<file path="config.mk">
export PLATFORM = sky130hd
export DESIGN_NAME = keypad_emulator
export DESIGN_NICKNAME = d
export VERILOG_FILES = /design/src/rtl/keypad_emulator.sv
export SDC_FILE = /design/constraint.sdc
export NUM_CORES = 1
export LEC_CHECK = 0
export CAP_MARGIN = 20
export CORE_MARGIN = 2
export CORE_UTILIZATION = 55
export CTS_BUF_LIST = sky130_fd_sc_hd__clkbuf_4
export DETAILED_ROUTE_END_ITERATION = 7
export PLACE_DENSITY = 0.87
export SLEW_MARGIN = 30
export SYNTH_ARGS = -nofsm -noshare
export SYNTH_HDL_FRONTEND = slang
export SYNTH_SLANG_ARGS = --single-unit
</file>
<file path="constraint.sdc">
create_clock -name scan_clk -period 4.4 [get_ports scan_clk]
set_clock_uncertainty 0.05 [all_clocks]
set_input_delay 0.66 -clock scan_clk [delete_from_list [all_inputs] [get_ports scan_clk]]
set_output_delay 0.66 -clock scan_clk [all_outputs]
set_load 0.02 [all_outputs]
</file>
<file path="src/rtl/keypad_emulator.sv">
`default_nettype none
// ============================================================================
//  Module   : keypad_emulator
//  Purpose  : Responder end of a 4x4 column-scan / row-sense keypad matrix.
//             Accepts "press key K for N cycles" commands over valid/ready
//             and closes the addressed contact so rows answer column strobes
//             combinationally, like a physical keypad.
//  Options  : define KEYPAD_EMU_BOUNCE_EN to add contact-bounce bursts
//             before and after each hold.
//  Revision : 1.0 - initial release
// ============================================================================
module keypad_emulator #(
   parameter int HOLD_W        = 8,
   parameter int GAP_CYCLES    = 4,
   parameter int BOUNCE_CYCLES = 6
) (
   input  logic              scan_clk,
   input  logic              rst_n,
   input  logic              col_1,
   input  logic              col_2,
   input  logic              col_3,
   input  logic              col_4,
   input  logic              cmd_valid,
   output logic              cmd_ready,
   input  logic [3:0]        cmd_key,
   input  logic [HOLD_W-1:0] cmd_hold,
   output logic              row_1,
   output logic              row_2,
   output logic              row_3,
   output logic              row_4,
   output logic              busy,
   output logic              done
);

   // One counter serves every timed state, so it must fit the widest load.
   localparam int c_GAP_W  = $clog2(GAP_CYCLES + 1);
   localparam int c_BNC_W  = $clog2(BOUNCE_CYCLES + 1);
   localparam int c_MAX_GB = (c_GAP_W > c_BNC_W) ? c_GAP_W : c_BNC_W;
   localparam int c_CNT_W  = (HOLD_W > c_MAX_GB) ? HOLD_W : c_MAX_GB;

   localparam logic [c_CNT_W-1:0] c_ONE = c_CNT_W'(1);
   localparam logic [c_CNT_W-1:0] c_GAP = c_CNT_W'(GAP_CYCLES);
`ifdef KEYPAD_EMU_BOUNCE_EN
   localparam logic [c_CNT_W-1:0] c_BNC = c_CNT_W'(BOUNCE_CYCLES);
`endif

   typedef enum logic [2:0] {
      ST_IDLE           = 3'd0,
`ifdef KEYPAD_EMU_BOUNCE_EN
      ST_PRESS_BOUNCE   = 3'd1,
      ST_RELEASE_BOUNCE = 3'd3,
`endif
      ST_HOLD           = 3'd2,
      ST_GAP            = 3'd4
   } state_t;

   state_t               r_state;
   logic [c_CNT_W-1:0]   r_cnt;
   logic [3:0]           r_key;
   logic                 r_closed;
`ifdef KEYPAD_EMU_BOUNCE_EN
   logic [c_CNT_W-1:0]   r_hold;   // hold length parked during the press burst
`endif

   logic [c_CNT_W-1:0]   w_hold_eff;
   logic [3:0]           w_cols;
   logic                 w_col_sel;
   logic [3:0]           w_rows;

   // A zero hold still closes the contact for one cycle.
   assign w_hold_eff = (cmd_hold == '0) ? c_ONE : c_CNT_W'(cmd_hold);

   // Command sequencer: every timed state loads r_cnt on entry and leaves at 1.
   always_ff @(posedge scan_clk or negedge rst_n) begin
      if (!rst_n) begin
         r_state   <= ST_IDLE;
         r_cnt     <= '0;
         r_key     <= '0;
         r_closed  <= 1'b0;
         cmd_ready <= 1'b1;
         busy      <= 1'b0;
         done      <= 1'b0;
`ifdef KEYPAD_EMU_BOUNCE_EN
         r_hold    <= '0;
`endif
      end else begin
         done <= 1'b0;
         case (r_state)
            ST_IDLE: begin
               if (cmd_valid) begin
                  r_key     <= cmd_key;
                  r_closed  <= 1'b1;
                  cmd_ready <= 1'b0;
                  busy      <= 1'b1;
`ifdef KEYPAD_EMU_BOUNCE_EN
                  r_hold    <= w_hold_eff;
                  r_cnt     <= c_BNC;
                  r_state   <= ST_PRESS_BOUNCE;
`else
                  r_cnt     <= w_hold_eff;
                  r_state   <= ST_HOLD;
`endif
               end
            end
`ifdef KEYPAD_EMU_BOUNCE_EN
            // Burst starts closed and toggles every cycle; settles closed.
            ST_PRESS_BOUNCE: begin
               if (r_cnt == c_ONE) begin
                  r_cnt    <= r_hold;
                  r_closed <= 1'b1;
                  r_state  <= ST_HOLD;
               end else begin
                  r_cnt    <= r_cnt - c_ONE;
                  r_closed <= ~r_closed;
               end
            end
`endif
            ST_HOLD: begin
               if (r_cnt == c_ONE) begin
                  r_closed <= 1'b0;
`ifdef KEYPAD_EMU_BOUNCE_EN
                  r_cnt    <= c_BNC;
                  r_state  <= ST_RELEASE_BOUNCE;
`else
                  r_cnt    <= c_GAP;
                  r_state  <= ST_GAP;
`endif
               end else begin
                  r_cnt <= r_cnt - c_ONE;
               end
            end
`ifdef KEYPAD_EMU_BOUNCE_EN
            // Burst starts open and toggles every cycle; settles open.
            ST_RELEASE_BOUNCE: begin
               if (r_cnt == c_ONE) begin
                  r_cnt    <= c_GAP;
                  r_closed <= 1'b0;
                  r_state  <= ST_GAP;
               end else begin
                  r_cnt    <= r_cnt - c_ONE;
                  r_closed <= ~r_closed;
               end
            end
`endif
            ST_GAP: begin
               if (r_cnt == c_ONE) begin
                  cmd_ready <= 1'b1;
                  busy      <= 1'b0;
                  done      <= 1'b1;
                  r_state   <= ST_IDLE;
               end else begin
                  r_cnt <= r_cnt - c_ONE;
               end
            end
            default: begin
               r_closed  <= 1'b0;
               cmd_ready <= 1'b1;
               busy      <= 1'b0;
               r_state   <= ST_IDLE;
            end
         endcase
      end
   end

   assign w_cols    = {col_4, col_3, col_2, col_1};
   assign w_col_sel = w_cols[r_key[1:0]];

   // Zero-latency row response: only the addressed row follows its own column.
   always_comb begin
      w_rows = 4'hF;
      if (r_closed && !w_col_sel) begin
         w_rows[r_key[3:2]] = 1'b0;
      end
   end

   assign row_1 = w_rows[0];
   assign row_2 = w_rows[1];
   assign row_3 = w_rows[2];
   assign row_4 = w_rows[3];

endmodule
`default_nettype wire

</file>
After elaboration in Yosys (flattened, before gate mapping)

Index checks and enable logic that the tools add are counted.

Logic and storage cells: 55
Input bits: 19
Register bits after elaboration: 19
Output and inout bits: 7

Equality and inequality tests: 7
$add $sub $neg: 1
Multiplexer cells: 23
Reduce and logical (&&, ||, !) cells: 11
Bitwise gates (word level): 3
$lt $le $gt $ge: 3

Operators by type and width:

| kind                                                               | number |
|---|---|
| 2-to-1 mux 8 bit                                                   | 4 |
| one-hot mux 8 bit (3 select lines)                                 | 1 |
| AND reduction 3 bit                                                | 4 |
| 2-to-1 mux 3 bit                                                   | 3 |
| one-hot mux 1 bit (3 select lines)                                 | 3 |
| one-hot mux 3 bit (3 select lines)                                 | 1 |
| == test 8 x 1 -> 1 bit (second input constant)                     | 1 |
| logical NOT 8 bit                                                  | 1 |
| 2-to-1 mux 1 bit                                                   | 8 |
| != test 2 bit (second input constant)                              | 4 |
| subtractor 8 x 1 -> 8 bit (second input constant)                  | 1 |
| < comparator 2 x 3 -> 1 bit (second input constant)                | 2 |
| 2-to-1 mux 4 bit                                                   | 1 |
| inverter 4 bit                                                     | 1 |
| == test 3 x 2 -> 1 bit (second input constant)                     | 1 |
| == test 3 bit (second input constant)                              | 1 |
| logical NOT 3 bit                                                  | 1 |
| nonzero test 3 bit                                                 | 1 |
| binary-select mux 1 bit (select 2 bit)                             | 1 |
| demux 1 bit (select 2 bit)                                         | 1 |
| greater-or-equal comparator 2 x 1 -> 1 bit (second input constant) | 1 |
| logical AND 1 bit                                                  | 2 |
| inverter 1 bit                                                     | 2 |
| AND reduction 2 bit                                                | 1 |
| logical NOT 1 bit                                                  | 1 |

Depth between registers and ports, before layout

Depth in word-level cells: 6
Gate-level depth with buffers: 8
Gate-level depth less buffers: 6

Worst setup path after synthesis

OpenSTA, ideal clock, no wires.

Kind: input -> output
From: input col_4
To: output row_1
Path slack: 2007 ps
Required time: 3690 ps
Buffers on the path: 0
Arrival: 1683 ps
Cell stages on the path: 3
Path through: mux4_2 -> nand2b_1 -> or3_1

Longest elaborated chain between the ends: 5

RTL lines:

| item                                   | line | source |
|---|---|---|
| start, declared                        | 22   | `input logic col_4,` |
| binary-select mux 1 bit (select 2 bit) | 166  | `assign w_col_sel = w_cols[r_key[1:0]];` |
| 2-to-1 mux 1 bit (not written as such) | 166  |  |
| logical NOT 1 bit                      | 171  | `if (r_closed && !w_col_sel) begin` |
| logical AND 1 bit                      | 171  |  |
| 2-to-1 mux 4 bit                       | 171  |  |
| end, declared                          | 27   | `output logic row_1,` |

Every way passes these cells. The select of a mux whose other input is x is not followed.

Final worst setup path

From: input col_3
To: output row_1

Longest elaborated chain between the ends: 5

RTL lines:

| item                                   | line | source |
|---|---|---|
| start, declared                        | 21   | `input logic col_3,` |
| binary-select mux 1 bit (select 2 bit) | 166  |  |
| 2-to-1 mux 1 bit (not written as such) | 166  |  |
| logical NOT 1 bit                      | 171  |  |
| logical AND 1 bit                      | 171  |  |
| 2-to-1 mux 4 bit                       | 171  |  |

Every way passes these cells. The select of a mux whose other input is x is not followed.

==> insert_results.sql <==
INSERT INTO impl_metrics (metric_group, metric, value, unit) VALUES
('final_layout', 'antenna_cells_inserted', '0', ''),
('critical_path', 'required', '3.69', 'ns'),
('sta', 'tightest_slew_margin_relative_to_the_limit', '48.1', '%'),
('yosys', 'synth_area_per_cell', '9.66', 'um2'),
('clock_network', 'numClockSinks', '18', ''),
('global_route', 'maximum_number_of_pins_on_one_net_before_global_route_repair', '19', ''),
('power', 'power_frac_comb', '8.2', '%'),
('sta', 'finalWorstPathRequiredPeriod', '3.31', 'ns'),
('sta', 'slew_viol_final', '0', ''),
('yosys', 'synth-warning-count', '0', ''),
('critical_path', 'timing.critical_path.mode_cell', 'sky130_fd_sc_hd__clkdlybuf4s50_1', ''),
('power', 'power.switching', '59.0', 'uW'),
('yosys', 'synthArstFlopShare', '100', '%'),
('critical_path', 'timing.critical_path.cells', 'clkdlybuf4s50_1, mux4_2, nand2b_1, or3_1, clkdlybuf4s50_1', ''),
('outcome', 'outcome', 'completed', ''),
('critical_path', 'path_buf_inv', '2', ''),
('final_layout', 'signed_area_change_from_the_synthesized_netlist_to_the_final_layout', '24.5', '%'),
('clock_network', 'cts-root-to-sink-buffers', '2', ''),
('global_route', 'number_of_global_route_vias_before_repair', '1006', ''),
('route', 'avgViaCountPerCell', '5.94', ''),
('yosys', 'synth_common_cells', 'sky130_fd_sc_hd__dfrtp_1, sky130_fd_sc_hd__inv_1, sky130_fd_sc_hd__a211oi_1, sky130_fd_sc_hd__nand2_1, sky130_fd_sc_hd__nor2_1', ''),
('sta', 'timing.hold.ws', '0.429', 'ns'),
('final_layout', 'layout-drive-gt1-share', '9.59', '%'),
('power', 'power.sequential.fraction', '60.6', '%'),
('place', 'place_congestion', '0.865', ''),
('final_layout', 'stdcell_area', '1440', 'um2'),
('sta', 'achievable-frequency', '302', 'MHz'),
('critical_path', 'timing_worst_setup_path_type', 'in2out', ''),
('critical_path', 'crit_path_start_kind', 'input pin', ''),
('clock_network', 'cts_made_buffers', '3', ''),
('clock_network', 'clock_insertion_delay_worst_skew', '0.29', 'ns'),
('global_route', 'global_route.usage.total', '22.1', '%'),
('critical_path', 'path_delay_family', 'buffers and inverters', ''),
('power', 'p_int', '214', 'uW'),
('yosys', 'synth-edff-count', '0', ''),
('global_route', 'grt_antenna_before_repair', '0', ''),
('yosys', 'synth-main-ff-cell', 'sky130_fd_sc_hd__dfrtp_1', ''),
('hold_path', 'worst_hold_path_type', 'reg2reg', ''),
('route', 'drt_first_iter_violations', '38', ''),
('power', 'power-per-cell-area', '189', 'nW/um2'),
('clock_network', 'htree_levels', '1', ''),
('route', 'antenna_violating_nets_post_route', '0', ''),
('yosys', 'post_synth_inst_count', '120', ''),
('power', 'ir_drop', '0.172', 'mV'),
('clock_network', 'cts_resized', '0', ''),
('final_layout', 'nets', '172', ''),
('place', 'place_inst', '169', ''),
('sta', 'layout_worst_path_cycle_share', '75.3', '%'),
('place', 'post-dp-hpwl', '1920', 'um'),
('yosys', 'synth_seq_cells', '18', ''),
('global_route', 'grt_remaining_overflow', '0', ''),
('place', 'place_area', '1420', 'um2'),
('floorplan', 'core', '1980', 'um2'),
('yosys', 'synth_top_area_cell', 'sky130_fd_sc_hd__dfrtp_1', ''),
('route', 'total_number_of_vias', '1028', ''),
('yosys', 'netlist_area', '1160', 'um2'),
('floorplan', 'die_x', '49.9', 'um'),
('critical_path', 'worst-endpoint-arrival', '2.60', 'ns'),
('yosys', 'synth_largest_type_area_fraction', '36.7', '%'),
('sta', 'count_of_endpoints_failing_hold_in_the_final_timing_report', '0', ''),
('clock_network', 'root_buffer', 'sky130_fd_sc_hd__clkbuf_4', ''),
('floorplan', 'design.portCount', '26', ''),
('flow_run', 'number_of_max_cap_violations', '0', ''),
('route', 'drcViolationCount', '0', ''),
('global_route', 'grt_pass1_wl', '4270', 'um'),
('final_layout', 'final-instance-count-excl-fill', '173', ''),
('clock_network', 'post-cts-setup-buffer-count', '0', ''),
('sta', 'tns', '0', 'ns'),
('clock_network', 'cts_tree', 'built', ''),
('floorplan', 'die-height', '49.9', 'um'),
('yosys', 'leading_cell_type_by_number_of_instances_after_synthesis', 'sky130_fd_sc_hd__dfrtp_1', '');
per-layer routing:
layer,GRT usage (%),vias up,part of all wire [%]
met5,0,-,0
met4,6.48,0,0.69
met3,3.64,2,3.9
met2,40.0,30,51
met1,26.7,498,45
li1,-,498,-
cell type report:
type                            instances  area (um2)
Clock buffer                            3        22.5
Clock inverter                          1        3.75
Fill cell                             145         539
Inverter                               15        56.3
Multi-Input combinational cell         84         624
Sequential cell                        18         452
Tap cell                               27        33.8
Timing Repair Buffer                   25         250
registers in the layout, indices dropped and copies added (netlist names):
signal and flops:
done 1, r_cnt 8, r_key 4, cmd_ready 1, busy 1, r_closed 1
r_state 2
cell families (layout without fill, tap and decap cells):
| family | count (synthesis) | in the layout | synth area share (%) |
|---|---|---|---|
| flip-flops | 18 | 18 | 39.0 |
| buffers and inverters | 18 | 44 | 7.13 |
| XOR/XNOR | 1 | 1 | 0.756 |
| multiplexers | 7 | 7 | 8.42 |
| AO/OA/AOI/OAI | 34 | 34 | 21.1 |
| adder cells (fa/ha/maj) | 6 | 6 | 6.48 |
| AND/OR/NAND/NOR | 36 | 36 | 17.2 |
final timing paths:
path / startpoint / endpoint / slack, ns / depth (start not counted)
setup / recovery: col_3 / row_1 / 1.09 / 5
hold / removal: cmd_ready$_DFFE_PN1P_ / cmd_ready$_DFFE_PN1P_ / 0.43 / 2
setup reg to reg: r_state[1]$_DFFE_PN0P_ / r_cnt[1]$_DFFE_PN0P_ / 2.06 / 6
hold reg to reg: cmd_ready$_DFFE_PN1P_ / cmd_ready$_DFFE_PN1P_ / 0.43 / 2
max in group asynchronous: rst_n / r_cnt[6]$_DFFE_PN0P_ / 3.06 / 1
min in group asynchronous: rst_n / r_cnt[2]$_DFFE_PN0P_ / 0.76 / 1
worst reg2reg max path, delay by kind of cell (launching register included):
family        cells  cell delay [ns]
mux               1             0.33
flops             1             0.41
fa+ha+maj         1             0.26
simple gates      3             1.08
buf+inv           1             0.10
metrics by stage:
step	power [mW]	setup WS (ns)
5_1_grt	0.286	1.02
3_3_place_gp	0.191	1.16
2_1_floorplan	0.171	2.01
4_1_cts	0.274	1.09
6_report	0.273	1.09
3_5_place_dp	0.191	1.09
power groups by stage:
stage	sequential (mW)	combinational [mW]	clock (mW)
final	0.165	0.0222	0.0851
after global routing	0.165	0.0248	0.0962
after CTS	0.165	0.0226	0.0863
after detailed placement	0.169	0.0225	0
after global placement	0.169	0.0220	0
after floorplan	0.169	0.00207	0
cells in the final DEF, fill, tap and decap left out, types with 3 or more instances in the layout:
cell                              synthesis  final
sky130_fd_sc_hd__clkdlybuf4s50_1          0     25
sky130_fd_sc_hd__dfrtp_1                 17     17
sky130_fd_sc_hd__inv_1                   15     15
sky130_fd_sc_hd__nor2_1                   7      7
sky130_fd_sc_hd__nand2_1                  7      7
sky130_fd_sc_hd__a211oi_1                 7      7
sky130_fd_sc_hd__o22ai_1                  6      6
sky130_fd_sc_hd__ha_1                     6      6
sky130_fd_sc_hd__a21oi_1                  5      5
sky130_fd_sc_hd__nand3_1                  4      4
sky130_fd_sc_hd__mux2_2                   4      4
sky130_fd_sc_hd__a21o_1                   3      3
sky130_fd_sc_hd__clkbuf_4                 0      3
(Power assumes the default switching activity.)
